**src/rtl/conv_pkg.sv**
```systemverilog
// conv_pkg: shared parameter defaults and accumulator sizing for conv_window_mac
package conv_pkg;
    localparam int DEF_DATA_WIDTH   = 8;
    localparam int DEF_WEIGHT_WIDTH = 8;
    localparam int DEF_BIAS_WIDTH   = 16;
    localparam int DEF_FRAC_BITS    = 6;

    function automatic int acc_width(input int dw, input int ww, input int bw, input int ws);
        int prod_sum;
        prod_sum = dw + ww + 1 + $clog2(ws * ws);
        return ((prod_sum > bw) ? prod_sum : bw) + 1;
    endfunction
endpackage

```
**src/rtl/conv_adder_tree.sv**
```systemverilog
// conv_adder_tree: combinational signed sum of TERMS flat-packed WIDTH-bit terms
module conv_adder_tree #(
    parameter int TERMS = 9,
    parameter int WIDTH = 22
) (
    input  logic [TERMS*WIDTH-1:0] terms_i,
    output logic signed [WIDTH-1:0] sum_o
);
    always_comb begin
        sum_o = '0;
        for (int i = 0; i < TERMS; i++) sum_o = sum_o + $signed(terms_i[i*WIDTH +: WIDTH]);
    end
endmodule

```
**src/rtl/conv_window_mac.sv**
```systemverilog
// conv_window_mac: 3-stage pipelined window multiply-accumulate with rounding, ReLU and clamp
module conv_window_mac
    import conv_pkg::*;
#(
    parameter int DATA_WIDTH   = DEF_DATA_WIDTH,
    parameter int WINDOW_SIZE  = 3,
    parameter int WEIGHT_WIDTH = DEF_WEIGHT_WIDTH,
    parameter int BIAS_WIDTH   = DEF_BIAS_WIDTH,
    parameter int FRAC_BITS    = DEF_FRAC_BITS
) (
    input  logic                                      clock_i,
    input  logic                                      reset_ni,
    input  logic                                      slave_tvalid_i,
    output logic                                      slave_tready_o,
    input  logic [DATA_WIDTH*WINDOW_SIZE*WINDOW_SIZE-1:0] slave_tdata_i,
    input  logic                                      slave_tlast_i,
    output logic                                      master_tvalid_o,
    input  logic                                      master_tready_i,
    output logic [DATA_WIDTH-1:0]                     master_tdata_o,
    output logic                                      master_tlast_o,
    input  logic                                      weight_write_i,
    input  logic [$clog2(WINDOW_SIZE*WINDOW_SIZE+1)-1:0] weight_address_i,
    input  logic [BIAS_WIDTH-1:0]                     weight_data_i
);
    localparam int TAPS   = WINDOW_SIZE * WINDOW_SIZE;
    localparam int ACC_W  = acc_width(DATA_WIDTH, WEIGHT_WIDTH, BIAS_WIDTH, WINDOW_SIZE);
    localparam int ADDR_W = $clog2(TAPS + 1);
    localparam logic signed [ACC_W-1:0] ROUND   = ACC_W'((FRAC_BITS > 0) ? (1 << (FRAC_BITS - 1)) : 0);
    localparam logic signed [ACC_W-1:0] PIX_MAX = ACC_W'((1 << DATA_WIDTH) - 1);

    logic [TAPS*WEIGHT_WIDTH-1:0] weight_q, weight_d;
    logic [BIAS_WIDTH-1:0]        bias_q, bias_d;
    logic [TAPS*ACC_W-1:0]        prod_q, prod_d;
    logic signed [ACC_W-1:0]      tree_sum, sum_q, sum_d, shifted;
    logic [DATA_WIDTH-1:0]        data_q, data_d;
    logic v1_q, v1_d, v2_q, v2_d, v3_q, v3_d;
    logic last1_q, last1_d, last2_q, last2_d, last3_q, last3_d;
    logic advance;

    conv_adder_tree #(.TERMS(TAPS), .WIDTH(ACC_W)) u_tree (
        .terms_i(prod_q),
        .sum_o  (tree_sum)
    );

    always_comb begin
        advance  = !v3_q || master_tready_i;
        weight_d = weight_q;
        bias_d   = bias_q;
        for (int i = 0; i < TAPS; i++)
            if (weight_write_i && weight_address_i == ADDR_W'(i))
                weight_d[i*WEIGHT_WIDTH +: WEIGHT_WIDTH] = weight_data_i[WEIGHT_WIDTH-1:0];
        if (weight_write_i && weight_address_i == ADDR_W'(TAPS)) bias_d = weight_data_i;
        // Products use the registered weights, so a same-edge write only affects later windows
        prod_d = prod_q;
        for (int i = 0; i < TAPS; i++)
            if (advance)
                prod_d[i*ACC_W +: ACC_W] =
                    {{(ACC_W-DATA_WIDTH){1'b0}}, slave_tdata_i[i*DATA_WIDTH +: DATA_WIDTH]} *
                    {{(ACC_W-WEIGHT_WIDTH){weight_q[(i+1)*WEIGHT_WIDTH-1]}}, weight_q[i*WEIGHT_WIDTH +: WEIGHT_WIDTH]};
        v1_d    = advance ? slave_tvalid_i : v1_q;
        last1_d = advance ? slave_tlast_i : last1_q;
        v2_d    = advance ? v1_q : v2_q;
        last2_d = advance ? last1_q : last2_q;
        sum_d   = advance ? tree_sum + {{(ACC_W-BIAS_WIDTH){bias_q[BIAS_WIDTH-1]}}, bias_q} + ROUND : sum_q;
        shifted = sum_q >>> FRAC_BITS;
        v3_d    = advance ? v2_q : v3_q;
        last3_d = advance ? last2_q : last3_q;
        data_d  = !advance ? data_q :
                  (shifted < 0) ? '0 :
                  (shifted > PIX_MAX) ? {DATA_WIDTH{1'b1}} : shifted[DATA_WIDTH-1:0];
    end

    always_ff @(posedge clock_i or negedge reset_ni) begin
        if (!reset_ni) begin
            weight_q <= '0;
            bias_q   <= '0;
            prod_q   <= '0;
            sum_q    <= '0;
            data_q   <= '0;
            v1_q     <= 1'b0;
            v2_q     <= 1'b0;
            v3_q     <= 1'b0;
            last1_q  <= 1'b0;
            last2_q  <= 1'b0;
            last3_q  <= 1'b0;
        end else begin
            weight_q <= weight_d;
            bias_q   <= bias_d;
            prod_q   <= prod_d;
            sum_q    <= sum_d;
            data_q   <= data_d;
            v1_q     <= v1_d;
            v2_q     <= v2_d;
            v3_q     <= v3_d;
            last1_q  <= last1_d;
            last2_q  <= last2_d;
            last3_q  <= last3_d;
        end
    end

    assign slave_tready_o  = advance && reset_ni;
    assign master_tvalid_o = v3_q;
    assign master_tdata_o  = data_q;
    assign master_tlast_o  = last3_q;
endmodule

```
**config.mk**
```make
export PLATFORM = sky130hd
export DESIGN_NAME = conv_window_mac
export DESIGN_NICKNAME = d
export VERILOG_FILES = /design/src/rtl/conv_pkg.sv /design/src/rtl/conv_adder_tree.sv /design/src/rtl/conv_window_mac.sv
export SDC_FILE = /design/constraint.sdc
export NUM_CORES = 2
export LEC_CHECK = 0
export ABC_AREA = 1
export CAP_MARGIN = 10
export CORE_MARGIN = 2
export CORE_UTILIZATION = 40
export DETAILED_ROUTE_END_ITERATION = 10
export GPL_TIMING_DRIVEN = 0
export PLACE_DENSITY = 0.54
export RECOVER_POWER = 50
export SLEW_MARGIN = 20
export SYNTH_ARGS = -nofsm -noshare
export SYNTH_HDL_FRONTEND = slang
export SYNTH_SLANG_ARGS = --single-unit
```
**constraint.sdc**
```tcl
create_clock -name clock_i -period 6.3 [get_ports clock_i]
set_input_delay 0.945 -clock clock_i [delete_from_list [all_inputs] [get_ports clock_i]]
set_output_delay 0.945 -clock clock_i [all_outputs]
set_load 0.1 [all_outputs]
```
# After elaboration in Yosys (flattened, before gate mapping)
# Cells that the tools add are included.
# word_totals
regBits	322
inputBits	98
# op_classes
n_addsub	10
mul	9
order_cmp	2
n_eq_ne	9
muxes	2
n_reduce_logical	14
# op_table
operator	count
adder 22 bit	9
multiplier 9 x 8 -> 17 bit	9
adder 22 x 6 -> 22 bit (second input constant)	1
== test 4 x 3 -> 1 bit (second input constant)	4
> comparator 16 x 9 -> 1 bit (second input constant)	1
less-than comparator 16 x 1 -> 1 bit (second input constant)	1
two-way mux 8 bit	2
logical AND 1 bit	11
== test 4 x 2 -> 1 bit (second input constant)	2
== test 4 bit (second input constant)	2
== test 4 x 1 -> 1 bit (second input constant)	1
logical NOT 4 bit	1
logical NOT 1 bit	1
logical OR 1 bit	1

# Logic depth before layout (Yosys ltp)
# logic_depth
depth_word	10
mapped_depth	22
depth_no_buf	22

# By module
# A second synthesis with hierarchy kept.
# hier_totals
hier_cells	4786
hier_area_um2	37237.0
# by_module_without_submodules
mod	instances	cells_per_inst	area_per_inst_um2	seq_area_each_um2
conv_window_mac	1	4226	32289.7	6781.5
conv_adder_tree	1	560	4947.2	0.0

# Worst setup path before layout
# OpenSTA, ideal clock, no wires.
# synth_timing
path_kind	input port to flip-flop
startpoint	in slave_tdata_i[24]
endpoint	reg prod_q[87]
setup_time_ps	118
arrival_time_ps	4447
t_required_ps	6182
slack_ps	1735
path_stages	17
cell_sequence	clkbuf_1 -> or2_2 -> fa_1 -> fa_1 -> inv_1 -> fa_1 -> inv_1 -> fa_1 -> inv_1 -> ha_1 -> a21oi_1 -> nand2_1 -> nand3_1 -> nand3_1 -> or2_1 -> nand3_1 -> nand2_1
# synth_via
elab_chain_cells	1
# synth_lines
item	line_no	text
from (decl)	conv_window_mac.sv:15	input logic [DATA_WIDTH*WINDOW_SIZE*WINDOW_SIZE-1:0] slave_tdata_i,
multiplier 9 x 8 -> 17 bit	conv_window_mac.sv:58	{{(ACC_W-DATA_WIDTH){1'b0}}, slave_tdata_i[i*DATA_WIDTH +: DATA_WIDTH]} *
to (signal assigned)	conv_window_mac.sv:89	prod_q <= prod_d;
to (decl)	conv_window_mac.sv:33	logic [TAPS*ACC_W-1:0] prod_q, prod_d;
# Every way passes these cells.
# A chain may end at the register's enable or synchronous reset.

# Worst setup path in the final report
# layout_timing
startpoint	in master_tready_i
endpoint	out slave_tready_o
# layout_via
elab_chain_cells	2
# layout_lines
item	line_no	text
from (decl)	conv_window_mac.sv:18	input logic master_tready_i,
logical OR 1 bit	conv_window_mac.sv:46	advance = !v3_q || master_tready_i;
logical AND 1 bit	conv_window_mac.sv:101	assign slave_tready_o = advance && reset_ni;
to (decl)	conv_window_mac.sv:14	output logic slave_tready_o,
# Every way passes these cells.

==> metrics.csv <==
metric,value,unit
fillCellCount,9073,
max-slew-margin-rel,0.270,
outcome,"complete, no violations",
antenna_found_initial,7,
rsz0062_at_grt,false,
start_util,0.403,
finalMaxSlewViolations,0,
fin_util,0.437,
ios,109,
fmax,0.206,GHz
fin_ws,1440,ps
gp_congestion,0.900,
cts_resized,0,
cp.arrival,3910,ps
clk_pin_slew,60,ps
synth_seq_area_share,0.191,
synth-edff-count,0,
hold_class,input port to asynchronous set/reset pin,
skew,16.4,ps
yosysMostFrequentCell,inv_1,
cp_slowest_cell,clkdlybuf4s50_1,
drive_gt1_frac,0.0389,
hold_viol,0,
ys.flop_type,dfrtp_1,
cp_slowest_stage_delay,960,ps
wirelength,98.0,mm
grt_pass1_wl,157,mm
netlist_top_cells_count,"inv_1, nand2_1, fa_1, ha_1, dfrtp_1",
crit_chain,dlygate4sd3_1 -> nor2_1 -> buf_4 -> buf_4 -> buf_2 -> nor2_1 -> clkdlybuf4s50_1,
ctsHoldBuffers,0,
postRouteAntennaNets,0,
fin_crit_sh,0.771,
crit_buf_inv,5,
path_max_fanout,10,
clockBufferDepth,3,
preCtsSetupSlack,1160,ps
synth_area,0.0355,mm2
grt.total_usage,0.222,
first_pass_iters,7,
syn-num-nets,5429,
yosysWarningCount,0,
numCtsBuffers,31,
die_x,302,um
synth_top_area_frac,0.267,
viasPerCell,4.83,
htree_levels,1,
crit_family,buffers and inverters,
ys_ff_latch,271,
tightest_slew,1090,ps
numClockSinks,271,
die_area,0.0911,mm2
overflow,0,
grt_max_degree,82,
std_cell_rows,109,
synth.distinct_cells,43,
worstSetupPathType,input port to primary output,
wl_per_cell,17.2,um
final-setup-viol-count,0,
ys_async_sr_fraction,1.00,
detail_route.drc_violations,0,
dp_hpwl,80.3,mm
clkLatencyLatePin,610,ps
syn_area_per_cell,8.00,um2
die_y,302,um
first_global_vias,27942,
synth_area_leaders,"fa_1, dfrtp_1, ha_1",
synth_largest_area_cell,fa_1,
cp-end-kind,primary output,
cts_tree,done,
synthCells,4433,
vias,27529,
drt_iter0_markers,1689,
finalCriticalPeriod,4860,ps
post_cts_buffers,0,
cap_violations,0,
io_buffers,36,
finalNetCount,5501,
core-area,0.0881,mm2
required,5350,ps
root_buffer,clkbuf_16,
worstSetupStartpointType,input port,
area_growth_syn_to_layout,8.51,%
==> final timing paths <==
path                                       end  depth (start not counted)            start  slack (ps)
worst max-delay path            slave_tready_o                          7  master_tready_i        1440
worst min-delay path              weight_q[45]                          1         reset_ni         250
worst max register to register       sum_q[20]                         19      prod_q[123]        1570
worst min register to register         last2_q                          2          last1_q         470
max in group asynchronous          weight_q[5]                          4         reset_ni        4480
min in group clock_i                   last2_q                          2          last1_q         470
==> worst register-to-register path, stage by stage (launching register included) <==
cell and delay, ps:
dfrtp_1 410, fa_1 670, inv_1 110, fa_1 510, inv_1 50, fa_1 530, inv_1 50, fa_1 460
fa_1 510, inv_1 40, ha_1 350, a21oi_1 250, nor2_1 70, nor2_1 150, nor2_1 60, nor2_1 110
nand3_2 90, nand2_1 60, nand2_1 60, o21ai_2 130
==> final cells by class <==
type,count,area [um2],share of cell area
tap,1165,1460,0.0379
multi-input combinational,2897,23900,0.621
buffer,186,739,0.0192
clock buffer,42,887,0.0230
antenna,3,7.51,0.000195
timing repair buffer,39,448,0.0116
clock inverter,16,231,0.00601
inverter,1079,4050,0.105
sequential,271,6780,0.176
==> layout by cell type, fill, tap and decap left out, types with 31 or more instances in the layout <==
cell	netlist	final
dfrtp_1	271	271
inv_1	1070	1066
clkbuf_16	0	31
nand3_1	132	132
clkbuf_1	152	161
nor2_1	164	166
xor2_1	52	52
ha_1	425	425
or2_2	48	48
clkdlybuf4s50_1	0	33
nand2_1	1058	1058
fa_1	473	473
o21ai_0	231	232
a21oi_1	124	124
==> registers in the layout, summed over array words and instances, names as in the netlist <==
register,flops
bias_q,16
last1_q,1
last2_q,1
master_tdata_o,8
master_tlast_o,1
master_tvalid_o,1
prod_q,153
sum_q,16
v1_q,1
v2_q,1
weight_q,72
==> cell families (layout without fill, tap and decap cells) <==
logic type / count (synthesis) / after routing / share of synthesized area
AO/OA/AOI/OAI: 445 / 445 / 0.0684
XOR/XNOR: 70 / 70 / 0.0173
adder cells (fa/ha/maj): 898 / 898 / 0.417
buffers and inverters: 1265 / 1362 / 0.135
flip-flops: 271 / 271 / 0.191
other: 0 / 3 / 0
AND/OR/NAND/NOR: 1484 / 1484 / 0.171
==> stage by stage <==
step                      hold WS, ps  TNS (ps)  cell area, um2  cells
final                             254         0           38500   5698
after floorplan                   420         0           35500   4433
after global routing              297         0           38500   5696
after CTS                         296         0           38500   5695
after detailed placement          460         0           37400   5637
after global placement            459  -2319750           37300   5634
==> metal layers <==
metal | GRT usage | vias to the layer above | share of wire
met1 | 0.308 | 13565 | 0.45
met2 | 0.380 | 496 | 0.49
met4 | 0.0431 | 0 | 0.018
met5 | 0 | - | 0
li1 | - | 13392 | -
met3 | 0.0188 | 76 | 0.045
Power is left out: the tool's default activity adds up to more than one toggle a clock period on the data nets, which glitch-free logic cannot reach.
